--- config.mk ---
export PLATFORM = sky130hd
export DESIGN_NAME = nibble_hex_uart_tx
export DESIGN_NICKNAME = d
export VERILOG_FILES = /design/src/rtl/nibble_hex_uart_tx_pkg.sv /design/src/rtl/nibble_hex_uart_tx_fifo.sv /design/src/rtl/nibble_hex_uart_tx.sv
export SDC_FILE = /design/constraint.sdc
export NUM_CORES = 1
export LEC_CHECK = 0
export CAP_MARGIN = 20
export CORE_MARGIN = 2
export CORE_UTILIZATION = 45
export CTS_BUF_LIST = sky130_fd_sc_hd__clkbuf_8
export DETAILED_ROUTE_END_ITERATION = 8
export MAX_ROUTING_LAYER = met4
export SYNTH_ARGS = -nofsm -noshare
export SYNTH_HDL_FRONTEND = slang
export SYNTH_SLANG_ARGS = --single-unit
--- constraint.sdc ---
create_clock -name CLK -period 1.9 [get_ports CLK]
set_input_delay 0.475 -clock CLK [delete_from_list [all_inputs] [get_ports CLK]]
set_output_delay 0.475 -clock CLK [all_outputs]
set_load 0.02 [all_outputs]
--- src/rtl/nibble_hex_uart_tx_pkg.sv ---
// Shared definitions for the nibble-to-hex UART transmitter.
//   - uart_state_e : UART FSM state encoding
//   - ASCII_ZERO / ASCII_A_MINUS10 : offsets for hex digit conversion
//   - nib2ascii    : maps a nibble to its uppercase ASCII hex character
package nibble_hex_uart_tx_pkg;

   typedef enum logic [1:0] {
      StIdle  = 2'd0,
      StStart = 2'd1,
      StData  = 2'd2,
      StStop  = 2'd3
   } uart_state_e;

   localparam logic [7:0] ASCII_ZERO      = 8'h30;
   // 'A' - 10, so that nibble 10 lands on 'A'
   localparam logic [7:0] ASCII_A_MINUS10 = 8'h37;

   function automatic logic [7:0] nib2ascii(input logic [3:0] nib);
      if (nib < 4'd10) begin
         return ASCII_ZERO + {4'h0, nib};
      end
      return ASCII_A_MINUS10 + {4'h0, nib};
   endfunction

endpackage

--- src/rtl/nibble_hex_uart_tx_fifo.sv ---
// Small nibble FIFO with wrap-bit pointers.
//   clk, rst_n   : clock, asynchronous active-low reset
//   push, wdata  : write request and data (ignored when full unless popping too)
//   pop, rdata   : read request and head-of-queue data (valid when not empty)
//   full, empty  : occupancy flags
// A push on a full FIFO is accepted when a pop happens in the same cycle.
module nibble_fifo #(
   parameter int unsigned FIFO_DEPTH = 4
) (
   input  logic       clk,
   input  logic       rst_n,
   input  logic       push,
   input  logic [3:0] wdata,
   input  logic       pop,
   output logic [3:0] rdata,
   output logic       full,
   output logic       empty
);

   localparam int unsigned AW = $clog2(FIFO_DEPTH);

   logic [3:0]  mem [FIFO_DEPTH];
   logic [AW:0] wr_ptr;
   logic [AW:0] rd_ptr;
   logic        do_push;
   logic        do_pop;

   assign empty   = (wr_ptr == rd_ptr);
   // Same index but different wrap bit means the writer has lapped the reader
   assign full    = (wr_ptr[AW] != rd_ptr[AW]) && (wr_ptr[AW-1:0] == rd_ptr[AW-1:0]);
   assign do_pop  = pop && !empty;
   assign do_push = push && (!full || do_pop);
   assign rdata   = mem[rd_ptr[AW-1:0]];

   always_ff @(posedge clk or negedge rst_n) begin
      if (!rst_n) begin
         wr_ptr <= '0;
         rd_ptr <= '0;
      end else begin
         if (do_push) wr_ptr <= wr_ptr + (AW+1)'(1);
         if (do_pop)  rd_ptr <= rd_ptr + (AW+1)'(1);
      end
   end

   always_ff @(posedge clk) begin
      if (do_push) mem[wr_ptr[AW-1:0]] <= wdata;
   end

endmodule

--- src/rtl/nibble_hex_uart_tx.sv ---
// Captures changes on a 4-bit result bus, queues them and sends each as an
// ASCII hex character on an 8N1 UART line.
//   CLK    : system clock
//   RST    : asynchronous active-low reset
//   NIB_IN : nibble to observe (bit0 = O_0)
//   EN     : capture enable
//   TX     : UART serial output, idle high, registered
//   BUSY   : FSM active or characters still queued
//   OVF    : sticky, set when a capture was dropped on a full FIFO
module nibble_hex_uart_tx #(
   parameter int unsigned CLKS_PER_BIT = 4,
   parameter int unsigned FIFO_DEPTH   = 4
) (
   input  logic       CLK,
   input  logic       RST,
   input  logic [3:0] NIB_IN,
   input  logic       EN,
   output logic       TX,
   output logic       BUSY,
   output logic       OVF
);

   import nibble_hex_uart_tx_pkg::*;

   localparam int unsigned    CW        = $clog2(CLKS_PER_BIT);
   localparam logic [CW-1:0]  BAUD_LAST = CW'(CLKS_PER_BIT - 1);

   uart_state_e   state;
   logic [CW-1:0] baud;
   logic [2:0]    bit_idx;
   logic [7:0]    shreg;
   logic          tx_q;
   logic [3:0]    last;
   logic          primed;
   logic          ovf_q;

   logic          capture;
   logic          bit_end;
   logic          pop;
   logic [3:0]    fifo_head;
   logic          fifo_full;
   logic          fifo_empty;

   // Only new values are captured; the first capture after reset is unconditional
   assign capture = EN && (!primed || (NIB_IN != last));
   assign bit_end = (baud == BAUD_LAST);
   // Pop from IDLE, or at the very end of a stop bit for back-to-back frames
   assign pop     = !fifo_empty && ((state == StIdle) || ((state == StStop) && bit_end));

   nibble_fifo #(
      .FIFO_DEPTH(FIFO_DEPTH)
   ) u_fifo (
      .clk   (CLK),
      .rst_n (RST),
      .push  (capture),
      .wdata (NIB_IN),
      .pop   (pop),
      .rdata (fifo_head),
      .full  (fifo_full),
      .empty (fifo_empty)
   );

   always_ff @(posedge CLK or negedge RST) begin
      if (!RST) begin
         last   <= 4'h0;
         primed <= 1'b0;
         ovf_q  <= 1'b0;
      end else if (capture) begin
         // last/primed update even on a drop so the value is not retried
         last   <= NIB_IN;
         primed <= 1'b1;
         if (fifo_full && !pop) ovf_q <= 1'b1;
      end
   end

   always_ff @(posedge CLK or negedge RST) begin
      if (!RST) begin
         state   <= StIdle;
         baud    <= '0;
         bit_idx <= 3'd0;
         shreg   <= 8'h00;
         tx_q    <= 1'b1;
      end else begin
         unique case (state)
            StIdle: begin
               baud <= '0;
               tx_q <= 1'b1;
               if (pop) begin
                  shreg <= nib2ascii(fifo_head);
                  tx_q  <= 1'b0;
                  state <= StStart;
               end
            end
            StStart: begin
               if (bit_end) begin
                  baud    <= '0;
                  bit_idx <= 3'd0;
                  tx_q    <= shreg[0];
                  shreg   <= shreg >> 1;
                  state   <= StData;
               end else begin
                  baud <= baud + 1'b1;
               end
            end
            StData: begin
               if (bit_end) begin
                  baud <= '0;
                  if (bit_idx == 3'd7) begin
                     tx_q  <= 1'b1;
                     state <= StStop;
                  end else begin
                     bit_idx <= bit_idx + 3'd1;
                     tx_q    <= shreg[0];
                     shreg   <= shreg >> 1;
                  end
               end else begin
                  baud <= baud + 1'b1;
               end
            end
            StStop: begin
               if (bit_end) begin
                  baud <= '0;
                  if (pop) begin
                     shreg <= nib2ascii(fifo_head);
                     tx_q  <= 1'b0;
                     state <= StStart;
                  end else begin
                     state <= StIdle;
                  end
               end else begin
                  baud <= baud + 1'b1;
               end
            end
            default: begin
               state <= StIdle;
               tx_q  <= 1'b1;
            end
         endcase
      end
   end

   assign TX   = tx_q;
   assign OVF  = ovf_q;
   assign BUSY = (state != StIdle) || !fifo_empty;

endmodule

==> results.ini <==
[status]
status = finished with violations
violations = setup timing

[logic_synthesis]
synth_ff_type = dfrtp_1
synth_area_leader_cell = dfrtp_1
yosys-top-cells-area = dfrtp_1 (30%), edfxtp_1 (22%), ha_1 (8.1%)
ys_async_sr_fraction_pct = 62.8
syn-num-nets = 193
yosysUniqueCellTypes = 41
synth_top_area_share_pct = 30.1
synth-edff-count = 16
postSynthCellCount = 172
synth_seq_cells = 43
yosysSeqAreaShare_pct = 53.5
avgSynthCellArea_um2 = 12.6
yosysWarnings = 0
syn_area_um2 = 2160

[global_routing]
grt_max_degree = 28
grt-ovfl-total = 0
antenna_found_initial = 0
track_usage_pct = 18.3
grt_pass1_wl_mm = 7.11
grt_pass1_vias = 1521

[timing]
slew_headroom_pct = 73.3
tightest_slew_ns = 0.398
hold_violations = 0
setup_ws_ns = -0.0268
period_minus_slack_ns = 1.93
finClkSkew_ns = 0.00685
setup_viol = 5
fin_crit_sh_pct = 101
fmax_ghz = 0.519
final-max-slew-violation-count = 0
rsz0062_at_grt = yes
tns_ns = -0.0872

[clock_tree]
worstSkewPairLatency_ns = 0.30
cts_tree = done
clock_tree.root_cell = clkbuf_8
clock_sink_count = 43
h-tree-depth = 2
hold_buffers = 0
clk_pin_slew_ns = 0.08
cts_inserted_buffers = 5
clockBufferDepth = 2

[layout]
drive_gt1_share_pct = 46.3
nNetsFinal = 249
diodes = 0
stdcell_area_um2 = 2990
areaGrowthSynthToFinish_pct = 38.2
final_cell_mix = buf_4 (33), dfrtp_1 (25), edfxtp_1 (16), buf_6 (14)
mostFrequentLayoutCell = buf_4

[setup_path]
cp-start-kind = flip-flop
arrival_ns = 2.11
crit_type = flip-flop to flip-flop
critPathMaxStageDelay_ns = 0.52
crit_family = multiplexers
critPathMaxFanout = 4
worst_setup_path_end_kind = flip-flop
crit_buf_inv = 3
cpMaxStageDelayCell = mux4_2
crit_chain = buf_6 > mux4_2 > inv_2 > ha_4 > inv_2 > a21oi_2 > nor2_2 > mux2_4
cp.required_ns = 2.08
path_common_cell = inv_2

[route]
postRouteWirelength_mm = 4.42
wire_per_inst_um = 15.6
dr_total_vias = 1503
drc_errors = 0
vias_per_cell = 5.31
dr.pass1.iters = 4
drt_iter0_markers = 43
antenna_left = 0

[die]
dieArea_um2 = 5380
io_pins = 10
die_h_um = 73.4
die_w_um = 73.4
initial_core_util_pct = 46.1
design.core.area_um2 = 4690
rows = 25

[placed_design]
port_buffers = 9
placed_cell_area_um2 = 2570
dpl.hpwl_mm = 3.08
gp_congestion = 0.809
pre_cts_ws_ns = -0.297

[pwr]
peakVddDrop_mv = 1.12
power.total_uw = 5950
pwr_density_cell_nw_per_um2 = 1990
power.leakage_uw = 0.00129

[hold_path]
holdCritPathClass = flip-flop to flip-flop

[run]
cap_violations = 0

==> layout make-up <==
cell class                      instances  area (um^2)
Timing Repair Buffer                   55          484
Clock buffer                            5         68.8
Inverter                               14         52.6
Tap cell                               54         67.6
Multi-Input combinational cell        109         1090
Sequential cell                        43         1160
Fill cell                             367         1700
Clock inverter                          3         67.6
==> kinds of logic (layout without fill, tap and decap cells) <==
group           after synthesis  count (layout)  share of synthesized area (%)
simple gates                 35              35                           8.38
flops                        43              43                           53.5
compound gates               34              34                           11.6
buf+inv                      20              77                           4.05
xor+xnor                     12              12                           4.86
mux                          14              14                           9.59
fa+ha+maj                    14              14                           8.09
==> layer usage <==
layer | GRT usage, % | up-vias | part of all wire [%]
met1 | 22.6 | 744 | 42
met2 | 28.9 | 21 | 53
met5 | - | - | 0
met4 | 7.68 | 0 | 2.5
li1 | - | 726 | -
met3 | 4.25 | 12 | 2.6
==> stage by stage <==
step                hold WS [ns]  util (%)  cells
floorplan                  0.179         -    172
global placement           0.422      54.8    267
detailed placement         0.422      54.8    267
CTS                        0.434      59.3    277
global route               0.469      63.8    283
finish                     0.431      63.8    283
==> worst paths after layout <==
kind                                  start  endpoint  slack (ns)  cells after the start
max                        u_fifo.rd_ptr[0]  shreg[6]       -0.03                      8
min                                 baud[0]   baud[0]        0.43                      1
max reg2reg                u_fifo.rd_ptr[0]  shreg[6]       -0.03                      8
min reg2reg                         baud[0]   baud[0]        0.43                      1
max in group asynchronous               RST        TX        1.05                      2
min in group asynchronous               RST  shreg[2]        0.54                      2
==> where the power goes <==
part,total [uW],switching [uW],internal [uW]
Clock,853,329,524
Sequential,1490,201,1290
Combinational,3600,1670,1930
==> timing repair <==
action	in CTS	in global routing
gates cloned	0	0
endpoints found under the hold margin	0	0
buffers inserted	2	7
endpoints found under the setup margin	24	27
pin swaps	10	15
gates resized for setup	26	35
==> flip-flops by register name, indices dropped and copies added (netlist names), 2 cells and up <==
name	count
u_fifo.wr_ptr	3
baud	2
u_fifo.mem	16
bit_idx	3
state	2
shreg	7
u_fifo.rd_ptr	3
last	4
==> cell usage after synthesis, drive strengths merged, types with 2 or more instances <==
master,instances
o21ai,12
dfrtp,26
clkbuf,3
nor2,12
mux4,4
mux2,8
edfxtp,16
or2,2
nand2,11
xor2,7
mux2i,2
ha,14
buf,3
a21oi,7
xnor2,5
a22o,5
a211oi,2
nor3,4
nor2b,2
inv,14
(Power assumes the default switching activity.)
